<file path="src/rtl/pmem_arbiter.sv">
`default_nettype none
// ============================================================================
//  Module      : pmem_arbiter
//  Description : Shares the single-port program memory between fetch, the
//                MEM-stage data port and the program loader. Optional fetch
//                starvation guard enabled by defining PMEM_ARB_STARVE_GUARD_EN.
//  Revision    : 1.0 - initial release
// ============================================================================
module pmem_arbiter #(
    parameter int ADDR_WIDTH   = 12,
    parameter int WORD_WIDTH   = 16,
    parameter int STARVE_LIMIT = 4,
    parameter int STARVE_WIDTH = 3
) (
    input  logic                  clock,
    input  logic                  reset,
    input  logic                  in_load_mode,
    input  logic                  in_fetch_req,
    input  logic [ADDR_WIDTH-1:0] in_fetch_addr,
    output logic                  out_fetch_gnt,
    output logic                  out_fetch_rvalid,
    input  logic                  in_data_req,
    input  logic                  in_data_we,
    input  logic [ADDR_WIDTH-1:0] in_data_addr,
    input  logic [WORD_WIDTH-1:0] in_data_wdata,
    output logic                  out_data_gnt,
    output logic                  out_data_rvalid,
    input  logic                  in_load_req,
    input  logic [ADDR_WIDTH-1:0] in_load_addr,
    input  logic [WORD_WIDTH-1:0] in_load_wdata,
    output logic                  out_load_gnt,
    output logic                  out_load_busy,
    output logic [WORD_WIDTH-1:0] out_rdata,
    output logic [ADDR_WIDTH-1:0] out_pmem_addr,
    output logic [WORD_WIDTH-1:0] out_pmem_wdata,
    output logic                  out_pmem_we,
    input  logic [WORD_WIDTH-1:0] in_pmem_rdata
);

    typedef enum logic [1:0] {
        ST_RUN     = 2'd0,
        ST_LOAD    = 2'd1,
        ST_RELEASE = 2'd2
    } state_t;

    state_t r_state;
    state_t w_state_next;
    logic   w_fetch_gnt;
    logic   w_data_gnt;
    logic   w_load_gnt;
    logic   w_promote;
    logic   r_fetch_rvalid;
    logic   r_data_rvalid;

    generate
        if (STARVE_LIMIT < 1 || STARVE_LIMIT > (2 ** STARVE_WIDTH) - 1) begin : g_bad_starve_cfg
            $error("pmem_arbiter: STARVE_WIDTH cannot hold STARVE_LIMIT, or STARVE_LIMIT < 1");
        end
    endgenerate

    always_ff @(posedge clock or negedge reset) begin
        if (!reset) begin
            r_state <= ST_RUN;
        end else begin
            r_state <= w_state_next;
        end
    end

    always_comb begin
        w_state_next = r_state;
        w_fetch_gnt  = 1'b0;
        w_data_gnt   = 1'b0;
        w_load_gnt   = 1'b0;
        case (r_state)
            ST_RUN: begin
                if (in_load_mode) begin
                    w_state_next = ST_LOAD;
                end
                if (in_fetch_req && (w_promote || !in_data_req)) begin
                    w_fetch_gnt = 1'b1;
                end else if (in_data_req) begin
                    w_data_gnt = 1'b1;
                end
            end
            ST_LOAD: begin
                w_load_gnt = in_load_req;
                if (!in_load_mode) begin
                    w_state_next = ST_RELEASE;
                end
            end
            // One dead cycle for write-to-read turnaround before the core resumes.
            ST_RELEASE: begin
                w_state_next = ST_RUN;
            end
            default: begin
                w_state_next = ST_RUN;
            end
        endcase
    end

`ifdef PMEM_ARB_STARVE_GUARD_EN
    localparam logic [STARVE_WIDTH-1:0] c_STARVE_LIMIT = STARVE_WIDTH'(STARVE_LIMIT);

    logic [STARVE_WIDTH-1:0] r_starve;

    always_ff @(posedge clock or negedge reset) begin
        if (!reset) begin
            r_starve <= '0;
        end else if (r_state != ST_RUN || !in_fetch_req || w_fetch_gnt) begin
            r_starve <= '0;
        end else if (r_starve != c_STARVE_LIMIT) begin
            r_starve <= r_starve + 1'b1;
        end
    end

    assign w_promote = (r_starve == c_STARVE_LIMIT);
`else
    assign w_promote = 1'b0;
`endif

    always_comb begin
        out_pmem_addr  = in_fetch_addr;
        out_pmem_wdata = in_data_wdata;
        out_pmem_we    = 1'b0;
        if (w_load_gnt) begin
            out_pmem_addr  = in_load_addr;
            out_pmem_wdata = in_load_wdata;
            out_pmem_we    = 1'b1;
        end else if (w_data_gnt) begin
            out_pmem_addr  = in_data_addr;
            out_pmem_wdata = in_data_wdata;
            out_pmem_we    = in_data_we;
        end
    end

    // Read data arrives one cycle after the grant, matching the memory's registered read.
    always_ff @(posedge clock or negedge reset) begin
        if (!reset) begin
            r_fetch_rvalid <= 1'b0;
            r_data_rvalid  <= 1'b0;
        end else begin
            r_fetch_rvalid <= w_fetch_gnt;
            r_data_rvalid  <= w_data_gnt & ~in_data_we;
        end
    end

    assign out_fetch_gnt    = w_fetch_gnt;
    assign out_data_gnt     = w_data_gnt;
    assign out_load_gnt     = w_load_gnt;
    assign out_fetch_rvalid = r_fetch_rvalid;
    assign out_data_rvalid  = r_data_rvalid;
    assign out_load_busy    = (r_state != ST_RUN);
    assign out_rdata        = in_pmem_rdata;

endmodule
`default_nettype wire

</file>
<file path="config.mk">
export PLATFORM = sky130hd
export DESIGN_NAME = pmem_arbiter
export DESIGN_NICKNAME = d
export VERILOG_FILES = /design/src/rtl/pmem_arbiter.sv
export SDC_FILE = /design/constraint.sdc
export NUM_CORES = 1
export LEC_CHECK = 0
export ABC_CLOCK_PERIOD_IN_PS = 1800
export CORE_MARGIN = 1
export CORE_UTILIZATION = 20
export CTS_BUF_LIST = sky130_fd_sc_hd__clkbuf_16
export CTS_CLUSTER_SIZE = 24
export DETAILED_ROUTE_END_ITERATION = 8
export HOLD_SLACK_MARGIN = 0.06
export MAX_ROUTING_LAYER = met4
export PLACE_DENSITY = 0.83
export REMOVE_ABC_BUFFERS = 1
export SLEW_MARGIN = 20
export SYNTH_ARGS = -nofsm -noshare
export SYNTH_HDL_FRONTEND = slang
export SYNTH_SLANG_ARGS = --single-unit
export TNS_END_PERCENT = 20
</file>
<file path="constraint.sdc">
create_clock -name clock -period 1.8 [get_ports clock]
set_input_delay 0.27 -clock clock [delete_from_list [all_inputs] [get_ports clock]]
set_output_delay 0.27 -clock clock [all_outputs]
set_load 0.1 [all_outputs]
</file>
### After elaboration in Yosys (flattened, before gate mapping)

Index checks and enable logic that the tools add are counted.

| cells by class | value |
|---|---|
| equality and inequality tests | 3 |
| mux-type cells | 14 |
| bitwise operators | 2 |
| reduce and logical (&&, ||, !) cells | 5 |

Operators with widths:

| kind | number |
|---|---|
| 2-to-1 mux 12 bit | 2 |
| 2-to-1 mux 16 bit | 1 |
| 2-to-1 mux 1 bit | 8 |
| 2-to-1 mux 2 bit | 2 |
| inequality test 2 bit (second input constant) | 2 |
| case mux 2 bit (2 select lines) | 1 |
| equality test 2 x 1 -> 1 bit (second input constant) | 1 |
| logical NOT 2 bit | 1 |
| AND reduction 2 bit | 1 |
| nonzero test 2 bit | 1 |
| AND 1 bit | 1 |
| logical AND 1 bit | 1 |
| logical NOT 1 bit | 1 |
| NOT 1 bit | 1 |

| word-level totals | value |
|---|---|
| flip-flop bits (word level) | 4 |
| input bits | 91 |
| output and inout port bits | 51 |
| logic and storage cells | 27 |

### Depth between registers and ports, before layout

| logic depth | value |
|---|---|
| word-level depth | 6 |
| mapped depth | 6 |
| mapped depth without buffers | 4 |

### Least setup slack after synthesis

OpenSTA, ideal clock, no wires.

| path | value |
|---|---|
| kind | reg-to-reg |
| from | register r_state[1] |
| to | register r_fetch_rvalid, in the netlist out_fetch_rvalid |
| library setup time | 0.358 ns |
| arrival | 3.253 ns |
| data required time | 1.442 ns |
| setup slack | -1.811 ns |
| cell stages (with the launch flop) | 3 |
| buffers on the path | 0 |
| period minus slack after synthesis | 3.611 ns |
| path through | dfrtp_1 or2_2 nor3b_1 |

| on the way | value |
|---|---|
| longest elaborated chain between the ends | 2 |

RTL lines:

| element | RTL line | RTL |
|---|---|---|
| from (decl) | 46 | `state_t r_state;` |
| from (signal assigned) | 65 | `r_state <= w_state_next;` |
| logical NOT 2 bit | 74 | `case (r_state)` |
| 2-to-1 mux 1 bit | 74 |  |
| via out_fetch_gnt | 20 | `output logic out_fetch_gnt,` |
| to (signal assigned) | 142 | `r_fetch_rvalid <= w_fetch_gnt;` |
| to (decl) | 52 | `logic r_fetch_rvalid;` |

The timed path passes the listed nets, and every way through them passes these cells.
A chain may end at the register's enable or synchronous reset.

### Worst setup path after layout

| path | value |
|---|---|
| from | register r_state[1] |
| to | output port out_pmem_addr[5] |

| on the way | value |
|---|---|
| longest elaborated chain between the ends | 4 |
| elaborated cells between the ends (all ways) | 6 |
| those cells by class | eq/ne: 1; mux: 4; reduce/logical: 1 |

RTL lines:

| element | RTL line | RTL |
|---|---|---|
| logical NOT 2 bit | 74 |  |
| 2-to-1 mux 1 bit | 74 |  |
| 2-to-1 mux 12 bit | 129 | `end else if (w_data_gnt) begin` |
| 2-to-1 mux 12 bit * | 125 | `if (w_load_gnt) begin` |
| to (decl) | 34 | `output logic [ADDR_WIDTH-1:0] out_pmem_addr,` |

Every way passes the cells marked *; elsewhere a longest branch is shown, timed or not.

==> insert_results.sql <==
INSERT INTO impl_metrics (metric_group, metric, value, unit) VALUES
('outcome', 'run_status', 'finished, violations left', ''),
('critical_path', 'timing.rr.start', 'r_state[1]', ''),
('grt', 'vias_in_the_first_global_route', '1276', ''),
('placement', 'hpwl', '3010', 'um'),
('timing', 'worst_case_hold_slack', '0.257', 'ns'),
('finish', 'finish.utilization', '0.771', ''),
('timing', 'max_slew_margin', '0.814', ''),
('detailed_routing', 'detail_route.vias_per_cell', '4.66', ''),
('power_and_ir_drop', 'power.clock.fraction', '0.193', ''),
('critical_path', 'worst-path-max-fanout', '7', ''),
('detailed_routing', 'wl', '4450', 'um'),
('timing', 'rsz0062_at_grt', 'true', ''),
('detailed_routing', 'avgRoutedWirePerCell', '17.8', 'um'),
('clock_tree', 'clk_root_buffer_cell', 'clkbuf_16', ''),
('placement', 'gp_congestion', '0.685', ''),
('die', 'die_area', '0.00390', 'mm^2'),
('power_and_ir_drop', 'internal-power', '952', 'uW'),
('timing', 'final_count_of_pins_violating_max_slew', '0', ''),
('power_and_ir_drop', 'p_comb_frac', '0.752', ''),
('timing', 'report.final.setup_viol', '26', ''),
('finish', 'finish.net_count', '297', ''),
('timing', 'finalCriticalPeriod', '1.99', 'ns'),
('yosys', 'synthesis.yosys.warnings', '0', ''),
('clock_tree', 'worstSkewPairLatency', '0.22', 'ns'),
('critical_path', 'r2r_slack', '0.53', 'ns'),
('grt', 'grt_antenna_before_repair', '0', ''),
('grt', 'grtUsageTotal', '0.229', ''),
('critical_path', 'startpoint_type', 'flip-flop', ''),
('critical_path', 'r2r_end', 'out_fetch_rvalid', ''),
('grt', 'grt_pass1_wl', '6620', 'um'),
('clock_tree', 'clk_pin_slew_worst_paths', '0.03', 'ns'),
('detailed_routing', 'post-route-drc-count', '0', ''),
('timing', 'totalNegativeSetupSlack', '-2.86', 'ns'),
('finish', 'syn2layout_area_growth', '260', '%'),
('die', 'initial_utilization', '0.214', ''),
('clock_tree', 'clock_tree_from_tritoncts', 'built', ''),
('die', 'io_pins', '142', ''),
('die', 'floorplan.die.height', '62.4', 'um'),
('timing', 'fin_skew', '0.00314', 'ns'),
('detailed_routing', 'drtIter0Drc', '29', ''),
('clock_tree', 'cts.sinks', '4', ''),
('critical_path', 'end_kind', 'primary output', ''),
('detailed_routing', 'drt_pass1_iterations', '2', ''),
('yosys', 'synth_cell_types', '18', ''),
('run', 'max_cap_viol_count', '0', ''),
('clock_tree', 'cts_buffers', '3', ''),
('power_and_ir_drop', 'pwr_density_cell', '684', 'mW/mm^2'),
('yosys', 'number_of_synthesized_register_bits', '4', ''),
('yosys', 'mappedNetlistArea', '731', 'um^2'),
('power_and_ir_drop', 'p_sw_frac', '0.471', ''),
('detailed_routing', 'via_count', '1164', ''),
('placement', 'io_buffers', '109', ''),
('critical_path', 'r2r.worst_path.cells', '4', ''),
('timing', 'final.period_utilization', '1.11', ''),
('grt', 'pin_count_of_the_biggest_net_entering_global_routing', '25', ''),
('clock_tree', 'ctsLongestPathBuffers', '2', ''),
('finish', 'share_of_post_route_cells_with_drive_strength_above_1', '0.534', ''),
('finish', 'insertedDiodeCount', '0', ''),
('power_and_ir_drop', 'leakage', '0.00115', 'uW'),
('power_and_ir_drop', 'peakVddDrop', '0.636', 'mV'),
('power_and_ir_drop', 'power.net_switching', '847', 'uW'),
('power_and_ir_drop', 'sequentialPowerShare', '0.055', ''),
('die', 'die_w', '62.4', 'um'),
('detailed_routing', 'final_antenna_net_count', '0', ''),
('timing', 'hold_violations', '0', ''),
('grt', 'grt_overflow_total', '0', ''),
('yosys', 'post_syn_instances', '102', ''),
('outcome', 'violations_in_the_final_reports', 'negative setup slack', ''),
('timing', 'post-route-worst-setup-slack', '-0.194', 'ns'),
('die', 'fp-row-count', '21', ''),
('timing', 'worst_slew_pin_slew', '0.282', 'ns'),
('yosys', 'synth-seq-area-share', '0.137', ''),
('power_and_ir_drop', 'report.power.total', '1800', 'uW'),
('min_path', 'hp-class', 'input port to async pin', ''),
('yosys', 'mean_instance_size_in_the_synthesized_netlist', '7.16', 'um^2'),
('clock_tree', 'htree_num_levels', '1', ''),
('critical_path', 'timing.critical_path.arrival', '1.72', 'ns'),
('critical_path', 'timing.setup.critical_path_class', 'flip-flop to primary output', ''),
('critical_path', 'critical_path_required', '1.53', 'ns'),
('clock_tree', 'cts_hold_buf', '0', ''),
('timing', 'fmaxAchievable', '502', 'MHz'),
('die', 'fp.coreArea', '0.00342', 'mm^2');
-- power by group through the flow --
stage | Sequential [uW] | Combinational [uW] | Clock (uW)
after floorplan | 116 | 629 | 0
after global placement | 98.6 | 1170 | 0
after detailed placement | 98.8 | 1180 | 0
after CTS | 98.2 | 1330 | 347
after global routing | 99.3 | 1390 | 361
final | 98.6 | 1350 | 348
-- flip-flops by register name, summed over array words and instances (netlist names) --
| signal | flops |
|---|---|
| out_data_rvalid | 1 |
| out_fetch_rvalid | 1 |
| r_state | 2 |
-- worst max-delay path, cell delays in order (launching register included) --
cell and delay [ns]:
dfrtp_1 0.38, or3b_4 0.43, buf_6 0.15, clkinv_8 0.08, nand2_2 0.07, a31oi_4 0.19, buf_12 0.20
-- cells in the final DEF, fill, tap and decap left out, types with 2 or more instances in the layout --
cell             count
dlygate4sd2_1        2
buf_12              34
clkinv_8             2
mux2_4              14
clkbuf_16            3
nand2_2             18
dfrtp_1              4
buf_6                5
buf_4                6
nor2_1              13
nand2_4              7
a31oi_4             12
mux2_2               2
clkdlybuf4s50_1     72
-- cell families (layout without fill, tap and decap cells) --
group	count (synthesis)	after routing	synth area share
simple gates	45	45	0.265
buf+inv	25	127	0.248
mux	16	16	0.247
compound gates	12	12	0.103
flops	4	4	0.137
-- repair_timing --
item / 4_1_cts / 5_1_grt
gates cloned: 2 / 0
gates resized for setup: 86 / 12
setup buffers: 3 / 0
pin swaps: 14 / 4
setup endpoints to repair: 30 / 31
-- layer usage --
| layer | GRT usage | vias up | part of all wire | wire, um |
|---|---|---|---|---|
| met5 | - | - | 0 | 0 |
| met4 | 0.0407 | 0 | 0.0034 | 15 |
| met3 | 0.111 | 3 | 0.12 | 532 |
| met2 | 0.390 | 92 | 0.51 | 2290 |
| met1 | 0.241 | 534 | 0.36 | 1620 |
| li1 | - | 535 | - | - |
-- cells in the mapped netlist --
| cell | n | area, um^2 |
|---|---|---|
| nand2_1 | 26 | 97.6 |
| buf_4 | 16 | 120 |
| mux2_1 | 13 | 146 |
| nor2_1 | 13 | 48.8 |
| a31oi_1 | 12 | 75.1 |
| dfrtp_1 | 4 | 100 |
| buf_2 | 3 | 15.0 |
| mux2_2 | 3 | 33.8 |
| clkbuf_1 | 2 | 7.51 |
| nor3b_1 | 2 | 15.0 |
| buf_6 | 1 | 11.3 |
| buf_8 | 1 | 15.0 |
| clkinv_4 | 1 | 8.76 |
| inv_1 | 1 | 3.75 |
| nand3b_2 | 1 | 11.3 |
| nor2b_1 | 1 | 6.26 |
| or2_2 | 1 | 6.26 |
| or3b_1 | 1 | 8.76 |
-- stage by stage --
stage,cells,instance area [um^2],setup slack [ns]
CTS,250,2590,-0.171
detailed placement,242,2110,-0.384
floorplan,79,562,-1.81
finish,250,2630,-0.194
global route,250,2630,-0.232
global placement,242,2110,-0.320
-- worst max-delay path by stage --
stage | slack, ns | startpoint | cells past startpoint | to
2_1_floorplan | -1.81 | r_state[1] | 2 | out_fetch_rvalid
3_3_place_gp | -0.32 | in_data_req | 6 | out_pmem_addr[0]
3_5_place_dp | -0.38 | in_data_req | 6 | out_pmem_addr[9]
4_1_cts | -0.17 | r_state[0] | 6 | out_pmem_addr[7]
5_1_grt | -0.23 | r_state[1] | 6 | out_pmem_addr[1]
6_report | -0.19 | r_state[1] | 6 | out_pmem_addr[5]
-- area by class of cell --
| cell class | instances | area, um^2 |
|---|---|---|
| fillers | 221 | 783 |
| repair buffers | 121 | 1570 |
| clock buffers | 3 | 75.1 |
| inverters | 2 | 20.0 |
| flip-flops and latches | 4 | 100 |
| multi-input cells | 73 | 796 |
| well taps | 46 | 57.6 |
| repair inverters | 1 | 16.3 |
Note: power is estimated with default switching activity, not from simulation.
